### src/rtl/video_pkg.sv
// ----------------------------------------------------------------------------
// video_pkg
// Definitions shared by the video transmit path and the capture side:
//   - tx_state_t : state encoding of the transmit frame-alignment FSM
//   - DEF_*      : default pixel geometry and raster timing
//   - cnt_width  : bits needed to hold 0..n inclusive
// ----------------------------------------------------------------------------
package video_pkg;

    typedef enum logic [1:0] {
        SEEK     = 2'd0,   // discard FIFO entries until a start-of-frame is at the head
        WAIT_FRM = 2'd1,   // start-of-frame at head, waiting for raster position 0/0
        RUN      = 2'd2    // streaming FIFO entries into the active window
    } tx_state_t;

    localparam int DEF_DW      = 8;
    localparam int DEF_IW      = 640;
    localparam int DEF_IH      = 512;
    localparam int DEF_H_TOTAL = 800;
    localparam int DEF_V_TOTAL = 600;
    localparam int DEF_SYNC_B  = 5;
    localparam int DEF_SYNC_E  = 55;
    localparam int DEF_VLD_B   = 65;
    localparam int DEF_H_ACT_B = 80;
    localparam int DEF_FIFO_AW = 4;

    // Width able to represent 0..n, so window end positions equal to the
    // raster total still fit in the counter type.
    function automatic int cnt_width(input int n);
        return (n < 2) ? 1 : $clog2(n + 1);
    endfunction

endpackage

### src/rtl/video_tx_if.sv
// ----------------------------------------------------------------------------
// video_tx_if
// Local pixel stream into the transmitter (valid/ready handshake).
//   pix_dat : pixel data
//   pix_sof : marks the first pixel of a frame
//   pix_vld : pix_dat/pix_sof valid
//   pix_rdy : sink can accept; a transfer happens when pix_vld & pix_rdy
// Modports: master (pixel source), slave (transmitter).
// ----------------------------------------------------------------------------
interface video_tx_if
    import video_pkg::*;
#(
    parameter int DW = DEF_DW
);

    logic [DW-1:0] pix_dat;
    logic          pix_sof;
    logic          pix_vld;
    logic          pix_rdy;

    modport master (output pix_dat, output pix_sof, output pix_vld, input  pix_rdy);
    modport slave  (input  pix_dat, input  pix_sof, input  pix_vld, output pix_rdy);

endinterface

### src/rtl/pix_fifo.sv
// ----------------------------------------------------------------------------
// pix_fifo
// Synchronous show-ahead FIFO, depth 2**AW. The head entry is visible on
// rd_dat whenever empty is low; rd_en consumes it.
//   clk, reset_l : clock, asynchronous active-low reset (clears pointers)
//   wr_en/wr_dat : write request; ignored while full
//   rd_en/rd_dat : read request; ignored while empty
//   full, empty  : status
// ----------------------------------------------------------------------------
module pix_fifo #(
    parameter int W  = 9,
    parameter int AW = 4
) (
    input  logic         clk,
    input  logic         reset_l,
    input  logic         wr_en,
    input  logic [W-1:0] wr_dat,
    input  logic         rd_en,
    output logic [W-1:0] rd_dat,
    output logic         full,
    output logic         empty
);

    localparam int DEPTH = 1 << AW;

    logic [W-1:0] mem [DEPTH];
    // One extra pointer bit separates full (MSBs differ) from empty (equal).
    logic [AW:0]  wr_ptr;
    logic [AW:0]  rd_ptr;
    logic         do_wr;
    logic         do_rd;

    assign empty  = (wr_ptr == rd_ptr);
    assign full   = (wr_ptr[AW] != rd_ptr[AW]) && (wr_ptr[AW-1:0] == rd_ptr[AW-1:0]);
    // A write at full is refused even if a read happens in the same clock.
    assign do_wr  = wr_en && !full;
    assign do_rd  = rd_en && !empty;
    assign rd_dat = mem[rd_ptr[AW-1:0]];

    // NOTE: sequential state uses non-blocking assignments so every register
    // samples pre-edge values regardless of statement order.
    always_ff @(posedge clk or negedge reset_l) begin
        if (!reset_l) begin
            wr_ptr <= '0;
            rd_ptr <= '0;
        end else begin
            if (do_wr) wr_ptr <= wr_ptr + 1'b1;
            if (do_rd) rd_ptr <= rd_ptr + 1'b1;
        end
    end

    // NOTE: the storage array has no reset; clearing the pointers already
    // makes every stale entry unreachable, and a reset would block RAM mapping.
    always_ff @(posedge clk) begin
        if (do_wr) mem[wr_ptr[AW-1:0]] <= wr_dat;
    end

endmodule

### src/rtl/video_tx.sv
// ----------------------------------------------------------------------------
// video_tx
// Raster timing generator plus frame-aligned pixel transmitter. Pixels are
// buffered in pix_fifo, aligned to the raster on their start-of-frame marker,
// and emitted one per active clock.
//   clk        : single clock, rising edge
//   reset_l    : asynchronous active-low reset
//   en         : timing enable; low freezes the raster counters and outputs
//   pix        : pixel stream in (video_tx_if.slave)
//   DVD        : output video data, zero outside the active window
//   DHSYN      : high during active pixels
//   DVSYN      : frame sync, high on lines SYNC_B..SYNC_E-1
//   underrun   : sticky, set on FIFO starvation or a misplaced start-of-frame
//   frame_done : one-clock pulse after the last active pixel of a frame
// ----------------------------------------------------------------------------
module video_tx
    import video_pkg::*;
#(
    parameter int DW      = DEF_DW,
    parameter int IW      = DEF_IW,
    parameter int IH      = DEF_IH,
    parameter int H_TOTAL = DEF_H_TOTAL,
    parameter int V_TOTAL = DEF_V_TOTAL,
    parameter int SYNC_B  = DEF_SYNC_B,
    parameter int SYNC_E  = DEF_SYNC_E,
    parameter int VLD_B   = DEF_VLD_B,
    parameter int H_ACT_B = DEF_H_ACT_B,
    parameter int FIFO_AW = DEF_FIFO_AW
) (
    input  logic          clk,
    input  logic          reset_l,
    input  logic          en,
    video_tx_if.slave     pix,
    output logic [DW-1:0] DVD,
    output logic          DHSYN,
    output logic          DVSYN,
    output logic          underrun,
    output logic          frame_done
);

    localparam int HW = cnt_width(H_TOTAL);
    localparam int VW = cnt_width(V_TOTAL);

    localparam logic [HW-1:0] H_LAST    = HW'(H_TOTAL - 1);
    localparam logic [HW-1:0] H_ACT_LO  = HW'(H_ACT_B);
    localparam logic [HW-1:0] H_ACT_LEN = HW'(IW);
    localparam logic [HW-1:0] H_ACT_END = HW'(H_ACT_B + IW - 1);
    localparam logic [VW-1:0] V_LAST    = VW'(V_TOTAL - 1);
    localparam logic [VW-1:0] V_SYNC_LO = VW'(SYNC_B);
    localparam logic [VW-1:0] V_SYNC_LN = VW'(SYNC_E - SYNC_B);
    localparam logic [VW-1:0] V_ACT_LO  = VW'(VLD_B);
    localparam logic [VW-1:0] V_ACT_LEN = VW'(IH);
    localparam logic [VW-1:0] V_ACT_END = VW'(VLD_B + IH - 1);

    // ------------------------------------------------------------------
    // Raster counters
    // ------------------------------------------------------------------
    logic [HW-1:0] h_cnt;
    logic [VW-1:0] v_cnt;

    always_ff @(posedge clk or negedge reset_l) begin
        if (!reset_l) begin
            h_cnt <= '0;
            v_cnt <= '0;
        end else if (en) begin
            if (h_cnt == H_LAST) begin
                h_cnt <= '0;
                v_cnt <= (v_cnt == V_LAST) ? '0 : v_cnt + 1'b1;
            end else begin
                h_cnt <= h_cnt + 1'b1;
            end
        end
    end

    // Window tests as offset-below-length: one unsigned compare each, which
    // also stays well-formed when a window starts at position 0.
    logic h_act, v_act, v_sync, active, first_pix, last_pix, frame_start;

    assign h_act       = HW'(h_cnt - H_ACT_LO) < H_ACT_LEN;
    assign v_act       = VW'(v_cnt - V_ACT_LO) < V_ACT_LEN;
    assign v_sync      = VW'(v_cnt - V_SYNC_LO) < V_SYNC_LN;
    assign active      = en && h_act && v_act;
    assign first_pix   = (h_cnt == H_ACT_LO)  && (v_cnt == V_ACT_LO);
    assign last_pix    = (h_cnt == H_ACT_END) && (v_cnt == V_ACT_END);
    assign frame_start = en && (h_cnt == '0) && (v_cnt == '0);

    // ------------------------------------------------------------------
    // Pixel FIFO: entries are {sof, data}
    // ------------------------------------------------------------------
    logic [DW:0]   fifo_head;
    logic          fifo_full;
    logic          fifo_empty;
    logic          pop;
    logic          head_sof;
    logic [DW-1:0] head_dat;

    pix_fifo #(
        .W  (DW + 1),
        .AW (FIFO_AW)
    ) u_fifo (
        .clk     (clk),
        .reset_l (reset_l),
        .wr_en   (pix.pix_vld),
        .wr_dat  ({pix.pix_sof, pix.pix_dat}),
        .rd_en   (pop),
        .rd_dat  (fifo_head),
        .full    (fifo_full),
        .empty   (fifo_empty)
    );

    assign pix.pix_rdy = !fifo_full;
    assign head_sof    = fifo_head[DW];
    assign head_dat    = fifo_head[DW-1:0];

    // ------------------------------------------------------------------
    // Frame-alignment FSM
    // ------------------------------------------------------------------
    tx_state_t     state_q, state_d;
    logic          run_now;    // this clock streams pixels
    logic          und_set;
    logic          last_pop;   // last pixel of the frame leaves the FIFO now
    logic          done_pend;  // clock after last_pop: frame_done and re-arm decision
    logic [DW-1:0] dvd_d;

    // NOTE: every always_comb output gets a default first, so no path can
    // leave a signal unassigned and infer a latch.
    always_comb begin
        state_d  = state_q;
        pop      = 1'b0;
        run_now  = 1'b0;
        und_set  = 1'b0;
        last_pop = 1'b0;
        dvd_d    = '0;

        unique case (state_q)
            SEEK: begin
                if (!fifo_empty) begin
                    if (head_sof) state_d = WAIT_FRM;
                    else          pop     = 1'b1;
                end
            end
            WAIT_FRM: begin
                // Entering RUN also streams this clock, in case the active
                // window begins at raster position 0/0.
                if (frame_start) begin
                    state_d = RUN;
                    run_now = 1'b1;
                end
            end
            RUN: begin
                // The head is inspected one clock after the last pop, once
                // the FIFO read pointer has moved past the final pixel.
                if (done_pend) begin
                    if (!fifo_empty && head_sof) begin
                        if (frame_start) run_now = 1'b1;
                        else             state_d = WAIT_FRM;
                    end else begin
                        state_d = SEEK;
                    end
                end else begin
                    run_now = 1'b1;
                end
            end
            default: state_d = SEEK;
        endcase

        if (run_now && active) begin
            if (fifo_empty) begin
                und_set = 1'b1;
                state_d = SEEK;
            end else begin
                pop   = 1'b1;
                dvd_d = head_dat;
                // A start-of-frame anywhere but the first pixel means the
                // source lost alignment: show it, flag it, resynchronise.
                if (head_sof && !first_pix) begin
                    und_set = 1'b1;
                    state_d = SEEK;
                end
                if (last_pix) last_pop = 1'b1;
            end
        end
    end

    // ------------------------------------------------------------------
    // State and registered outputs
    // ------------------------------------------------------------------
    always_ff @(posedge clk or negedge reset_l) begin
        if (!reset_l) begin
            state_q    <= SEEK;
            done_pend  <= 1'b0;
            frame_done <= 1'b0;
            underrun   <= 1'b0;
            DVD        <= '0;
            DHSYN      <= 1'b0;
            DVSYN      <= 1'b0;
        end else begin
            state_q    <= state_d;
            done_pend  <= last_pop;
            frame_done <= done_pend;
            if (und_set) underrun <= 1'b1;
            // Video outputs follow the counters and freeze with them.
            if (en) begin
                DVD   <= dvd_d;
                DHSYN <= h_act && v_act;
                DVSYN <= v_sync;
            end
        end
    end

endmodule

### src/flat_wrapper.sv
// flat-port wrapper written by rule: the top's interface ports become plain ports
module video_tx_flat import video_pkg::*;
#(
    parameter int DW      = DEF_DW,
    parameter int IW      = DEF_IW,
    parameter int IH      = DEF_IH,
    parameter int H_TOTAL = DEF_H_TOTAL,
    parameter int V_TOTAL = DEF_V_TOTAL,
    parameter int SYNC_B  = DEF_SYNC_B,
    parameter int SYNC_E  = DEF_SYNC_E,
    parameter int VLD_B   = DEF_VLD_B,
    parameter int H_ACT_B = DEF_H_ACT_B,
    parameter int FIFO_AW = DEF_FIFO_AW
)
  (clk, reset_l, en, DVD, DHSYN, DVSYN, underrun, frame_done, pix_pix_dat, pix_pix_sof, pix_pix_vld, pix_pix_rdy);
  video_tx_if #(.DW(DW)) pix_i ();
  input  logic clk;
  input  logic reset_l;
  input  logic en;
  output logic [DW-1:0] DVD;
  output logic DHSYN;
  output logic DVSYN;
  output logic underrun;
  output logic frame_done;
  input wire logic [$bits(pix_i.pix_dat)-1:0] pix_pix_dat;
  input wire logic [$bits(pix_i.pix_sof)-1:0] pix_pix_sof;
  input wire logic [$bits(pix_i.pix_vld)-1:0] pix_pix_vld;
  output wire logic [$bits(pix_i.pix_rdy)-1:0] pix_pix_rdy;
  assign pix_i.pix_dat = pix_pix_dat;
  assign pix_i.pix_sof = pix_pix_sof;
  assign pix_i.pix_vld = pix_pix_vld;
  assign pix_pix_rdy = pix_i.pix_rdy;
  video_tx #(.DW(DW), .IW(IW), .IH(IH), .H_TOTAL(H_TOTAL), .V_TOTAL(V_TOTAL), .SYNC_B(SYNC_B), .SYNC_E(SYNC_E), .VLD_B(VLD_B), .H_ACT_B(H_ACT_B), .FIFO_AW(FIFO_AW)) u_core (.clk(clk), .reset_l(reset_l), .en(en), .pix(pix_i), .DVD(DVD), .DHSYN(DHSYN), .DVSYN(DVSYN), .underrun(underrun), .frame_done(frame_done));
endmodule
### config.mk
export PLATFORM = sky130hd
export DESIGN_NAME = video_tx_flat
export DESIGN_NICKNAME = d
export VERILOG_FILES = /design/src/rtl/video_pkg.sv /design/src/rtl/video_tx_if.sv /design/src/rtl/pix_fifo.sv /design/src/rtl/video_tx.sv /design/src/flat_wrapper.sv
export SDC_FILE = /design/constraint.sdc
export NUM_CORES = 1
export LEC_CHECK = 0
export ABC_AREA = 1
export CAP_MARGIN = 20
export CORE_ASPECT_RATIO = 1.2
export CORE_MARGIN = 3
export CORE_UTILIZATION = 56
export DETAILED_ROUTE_END_ITERATION = 12
export PLACE_DENSITY = 0.75
export SETUP_SLACK_MARGIN = 0.2
export SLEW_MARGIN = 40
export SYNTH_ARGS = -nofsm -noshare
export SYNTH_HDL_FRONTEND = slang
export SYNTH_HIERARCHICAL = 1
export SYNTH_SLANG_ARGS = --single-unit
### constraint.sdc
create_clock -name clk -period 2.47 [get_ports clk]
set_clock_uncertainty 0.05 [all_clocks]
set_input_delay 0.3705 -clock clk [delete_from_list [all_inputs] [get_ports clk]]
set_output_delay 0.3705 -clock clk [all_outputs]
set_load 0.03 [all_outputs]
==> Word level (Yosys, flattened, before mapping) <==
Memory sizes are Yosys's and may differ from the RTL's.
Cells that the tools add are included.
{ "classes": {"mux": 31, "eq_ne": 11, "magnitude_cmp": 3, "n_addsub": 7, "n_reduce_logical": 20} }
{ "op_table": {"columns": ["operator", "n"], "rows": [
  ["$eq A10 B10 Y1 const B", 4],
  ["$add A10 B1 Y10 const B", 2],
  ["$eq A10 B7 Y1 const B", 2],
  ["$logic_not A10 Y1", 2],
  ["$lt A10 B10 Y1 const B", 2],
  ["$mux W10", 2],
  ["$sub A10 B7 Y10 const B", 2],
  ["$mux W2", 9],
  ["$mux W1", 16],
  ["$mux W8", 2],
  ["$logic_and A1 B1 Y1", 13],
  ["$add A5 B1 Y5 const B", 2],
  ["$lt A10 B6 Y1 const B", 1],
  ["$sub A10 B3 Y10 const B", 1],
  ["$pmux W2 S3", 1],
  ["$eq A5 B5 Y1", 1],
  ["$eq A4 B4 Y1", 1],
  ["$logic_not A1 Y1", 3],
  ["$eq A2 B1 Y1 const B", 1],
  ["$eq A2 B2 Y1 const B", 1],
  ["$logic_not A2 Y1", 1],
  ["$pmux W1 S2", 1],
  ["$reduce_and A2 Y1", 1],
  ["$ne A1 B1 Y1", 1]
]} }
{ "word_totals": {"elab_cells": 84, "memories": 1, "in_bits": 13, "regBits": 45, "ram_bits": 144} }
{ "memory_table": {"columns": ["name", "words", "width", "read_ports", "rd_clocked_by_memory_dff", "wr", "line", "rtl"], "rows": [
  ["u_core.u_fifo.mem", 16, 9, 1, 0, 1, "pix_fifo.sv:26", "logic [W-1:0] mem [DEPTH];"]
]} }

==> Logic depth before layout (Yosys ltp) <==
{ "depth": {"ltp_word": 10, "ltp_mapped": 20} }

==> Hierarchy <==
Netlist, hierarchy kept.
{ "modules_own_cells": {"columns": ["mod", "area_per_inst_um2", "n_inst", "seq_area_each_um2", "cells_each"], "rows": [
  ["pix_fifo", 6591.3, 1, 4574.4, 613],
  ["video_tx", 2324.7, 1, 875.8, 303]
]} }

==> Least setup slack after synthesis <==
No wires, ideal clock.
{ "synth_path": {"path_type": "reg-to-reg", "startpoint": "register u_core.u_fifo.rd_ptr[0]", "endpoint": "register u_core.u_fifo.rd_ptr[2]", "path_stages_with_launch": 20, "slack_ns": 0.011, "t_required_ns": 2.303, "arrival_time_ns": 2.291, "period_less_slack_ns": 2.459, "cell_sequence": "dfrtp_1 -> inv_2 -> buf_6 -> clkbuf_1 -> nand2_1 -> nand2_1 -> nand2_1 -> nand3_1 -> nand3_1 -> nand2_1 -> nand2_1 -> a21boi_1 -> nand2_2 -> nand2_4 -> nand2_4 -> buf_12 -> a21oi_4 -> nand2_2 -> nand2_1 -> nand2_1"} }
{ "synth_lines": {"columns": ["item", "line", "rtl"], "rows": [
  ["start, declared", "pix_fifo.sv:29", "logic [AW:0] rd_ptr;"],
  ["start signal, assigned", "pix_fifo.sv:48", "if (do_rd) rd_ptr <= rd_ptr + 1'b1;"],
  ["$mem_v2 Z16 W9 *", null, null],
  ["named net u_core.fifo_head[8]", "video_tx.sv:90", "logic [DW:0] fifo_head;"],
  ["$logic_and A1 B1 Y1", "video_tx.sv:154", "if (!fifo_empty && head_sof) begin"],
  ["$mux W1", "video_tx.sv:154", null],
  ["$mux W1", "video_tx.sv:153", "if (done_pend) begin"],
  ["$pmux W1 S2", "video_tx.sv:135", "unique case (state_q)"],
  ["$logic_and A1 B1 Y1", "video_tx.sv:167", "if (run_now && active) begin"],
  ["$mux W1 *", "video_tx.sv:167", null],
  ["named net u_core.pop", "video_tx.sv:93", "logic pop;"],
  ["$logic_and A1 B1 Y1 *", "pix_fifo.sv:37", "assign do_rd = rd_en && !empty;"]
]} }
Mark *: on every way through the listed nets, which the timed path passes. The rest lies on a longest branch.
A chain may end at the register's enable or synchronous reset.

==> Final worst setup path <==
{ "layout_path": {"startpoint": "register u_core.u_fifo.rd_ptr[0]", "endpoint": "register u_core.u_fifo.rd_ptr[0]"} }
Same word-level chain as after synthesis.

==> impl_results.md <==
- Run status: completed
- Synth Warn #: 6
- Clock sink total: 189
- Die Ht: 144 microns
- Worst setup path class: reg -> reg
- Fraction of layout cells with a size suffix above 1: 14.1%
- Top-level I/O count: 26
- Sw Ratio: 37.5%
- Worst Reg-to-Reg Cells: 18
- R2r startpoint: u_core/u_fifo/rd_ptr[0]$_DFFE_PN0P_
- Worst setup margin: 0.281 ns
- HP Class: in -> async
- Reg2Reg Setup Slack: 0.28 ns
- Switching power: 4.01 mW
- Post-synth EDFFs: 144
- Hpwl dp: 13.4 mm
- Total CTS buffers: 17
- P_int: 6.67 mW
- Initial antenna violation count: 0
- Min Tclk post-route: 2.19 ns
- Crit-path max FO: 6
- DRC Markers: 0
- Ys flop type: edfxtp_1
- DR pass1 iterations: 7
- FILL cells: 1151
- Commonest non-fill, non-tap cell in the layout: nand2_1
- Total GRT Usage: 24.7%
- First-pass GRT wire length: 32.4 mm
- Row count: 49
- WL met2: 10.7 mm
- Power, Total: 10.7 mW
- Final instance area: 10300 sq um
- Avg Inst Size Synth: 9.73 sq um
- Finished Core Util: 67.4%
- Vias: 6448
- Final period utilization: 88.6%
- Final WL: 20.3 mm
- Wire length on met1: 7.87 mm
- TNS Setup: 0 ns
- Pin count of the biggest net entering global routing: 46
- Comb pwr share: 37.1%
- Max Fclk: 457 MHz
- # setup viols final: 0
- Post-synth ARST share: 23.8%
- Fin nets: 1006
- Gr ovfl total: 0
- Distinct cells, synth: 38
- Root Driver: clkbuf_16
- Post-place setup slack: 0.108 ns
- Fin Hold WS: 0.397 ns
- Routed wl met3: 1.09 mm
- Post-synthesis cell area: 8920 sq um
- Sequential power share: 37.8%
- Setup crit start kind: flop
- Yosys top cell by area: edfxtp_1
- Max Used Layer: met4
- Max-Cap Viols: 0
- CTS tree: built
- Port Buffer Count: 25
- Cells after Synth: 916
- VDD IR max: 0.616 mV
- Crit. End Element: flop
- RSZ-0062 raised after global routing: yes
- Placed insts: 1151
- Most frequent cells in the layout: nand2_1 (237), nor2_1 (145), edfxtp_1 (144)
- Syn Nets: 944
- Starting Density: 58.4%
- Synth top area cells: edfxtp_1 (48%), dfrtp_1 (13%), nand2_1 (10%)
- Clock transition at path regs: 0.07 ns
- Vias per cell: 5.40
- Hold Violations, Final: 0
- Leakage: 4.27 nW
- Non-Filler Instances: 1195
- Clk buf depth: 2
- Seq/Total Area, Yosys: 61.1%
- Clock Latency Late Sink: 0.44 ns
- RR Endpoint: u_core/u_fifo/rd_ptr[0]$_DFFE_PN0P_
- Number of global-route vias before repair: 6232
- Yosys reg bits: 189
- Top cell type's share of synthesized area: 48.5%
- Core area: 15300 sq um
- Slew HR: 51.4%
- Required time at the worst-slack endpoint: 2.79 ns
- Fin. max-slew vios: 0
- Area grow syn2layout: 15.5%
- DP Area: 9550 sq um
- 1st-iter DRT viols: 564
- Routed WL per cell: 17.0 microns
- H-tree depth: 4
- Power Density: 1040 nW/um^2
- Critical path arrival: 2.51 ns
- ANT cells: 0
- Worst slew pin tran: 0.727 ns
- Die area: 17500 sq um
- Clk pwr share: 25.1%
- Die width: 121 microns
- Placer congestion estimate: 0.933
- Final ANT Viol Nets: 0
## worst max path at each step
stage                                                   start                                  end  slack, ns  cells after the start
final                     u_core/u_fifo/rd_ptr[0]$_DFFE_PN0P_  u_core/u_fifo/rd_ptr[0]$_DFFE_PN0P_       0.28                     18
after global routing      u_core/u_fifo/rd_ptr[0]$_DFFE_PN0P_  u_core/u_fifo/rd_ptr[2]$_DFFE_PN0P_       0.11                     18
after CTS                 u_core/u_fifo/rd_ptr[1]$_DFFE_PN0P_  u_core/u_fifo/rd_ptr[0]$_DFFE_PN0P_       0.24                     17
after detailed placement  u_core/u_fifo/rd_ptr[0]$_DFFE_PN0P_  u_core/u_fifo/rd_ptr[2]$_DFFE_PN0P_       0.11                     18
after global placement    u_core/u_fifo/rd_ptr[0]$_DFFE_PN0P_  u_core/u_fifo/rd_ptr[0]$_DFFE_PN0P_       0.22                     18
after floorplan           u_core/u_fifo/rd_ptr[0]$_DFFE_PN0P_  u_core/u_fifo/rd_ptr[2]$_DFFE_PN0P_       0.21                     20
## metal layers
metal | global-route usage [%] | vias up
met2 | 44.0 | 233
met4 | 10.5 | 0
met3 | 3.72 | 48
li1 | - | 3146
met1 | 30.0 | 3021
met5 | 0 | -
## power groups by stage
stage / combinational (mW) / clock (mW) / sequential, mW
floorplan: 2.62 / 0 / 4.01
global placement: 3.46 / 0 / 4.06
detailed placement: 3.54 / 0 / 4.07
CTS: 3.78 / 2.73 / 4.02
global route: 4.41 / 2.84 / 4.07
finish: 3.96 / 2.68 / 4.04
## state kept, by name, summed over array words and instances, names as in the netlist
name / flops
u_core/u_fifo/wr_ptr: 5
u_core/DVSYN: 1
u_core/u_fifo/mem: 144
u_core/frame_done: 1
u_core/h_cnt: 10
u_core/underrun: 1
u_core/u_fifo/rd_ptr: 5
u_core/DHSYN: 1
u_core/done_pend: 1
u_core/v_cnt: 10
u_core/DVD: 8
u_core/state_q: 2
## cells by family (layout without fill, tap and decap cells)
logic type | count (synthesis) | count (layout) | share of synthesized area (%)
flip-flops | 189 | 189 | 61.1
AO/OA/AOI/OAI | 93 | 93 | 5.71
XOR/XNOR | 17 | 17 | 1.67
buffers and inverters | 106 | 181 | 5.35
AND/OR/NAND/NOR | 496 | 496 | 24.0
adder cells (fa/ha/maj) | 15 | 15 | 2.10
## area by class of cell
| class | count | area (sq um) | area share, % |
|---|---|---|---|
| Clock buffer | 17 | 425 | 4.13 |
| Clock inverter | 15 | 154 | 1.50 |
| Inverter | 72 | 280 | 2.72 |
| Multi-Input combinational cell | 621 | 3000 | 29.1 |
| Sequential cell | 189 | 5450 | 53.0 |
| Tap cell | 204 | 255 | 2.48 |
| Timing Repair Buffer | 77 | 727 | 7.06 |
## synthesized netlist by cell type, types with 4 or more instances
cell and count:
nand4_1 8, nand3_2 4, nor2_1 145, clkbuf_1 10, dfrtp_1 45, ha_1 15
nand2_2 4, o21ai_0 79, inv_2 7, nand3_1 63, nor3_1 5, nand2_1 239
a21oi_1 4, o21ai_2 8, nor2_2 12, nor2_4 4, xor2_1 15, buf_2 10
edfxtp_1 144, buf_4 6, inv_1 64
## timing repair
action	in CTS	in global routing
hold buffers	1	0
setup buffers	4	5
gates resized for setup	9	8
endpoints found under the setup margin	6	16
endpoints found under the hold margin	45	0
pin swaps	1	3
gates cloned	2	0
## critical path, cell delays in order (launching register included)
cell	delay (ns)
dfrtp_2	0.48
buf_6	0.16
nor2_1	0.05
nor2_1	0.09
o21ai_1	0.07
nand2_1	0.07
nand2_1	0.04
nand2_1	0.08
inv_1	0.06
nand2_2	0.08
nand2_2	0.06
a21boi_2	0.19
nand2_2	0.10
nand2_4	0.08
nand2_4	0.06
a21oi_4	0.15
buf_6	0.13
nand3_1	0.07
nand2_1	0.07
Power figures use the tool's default switching activity.
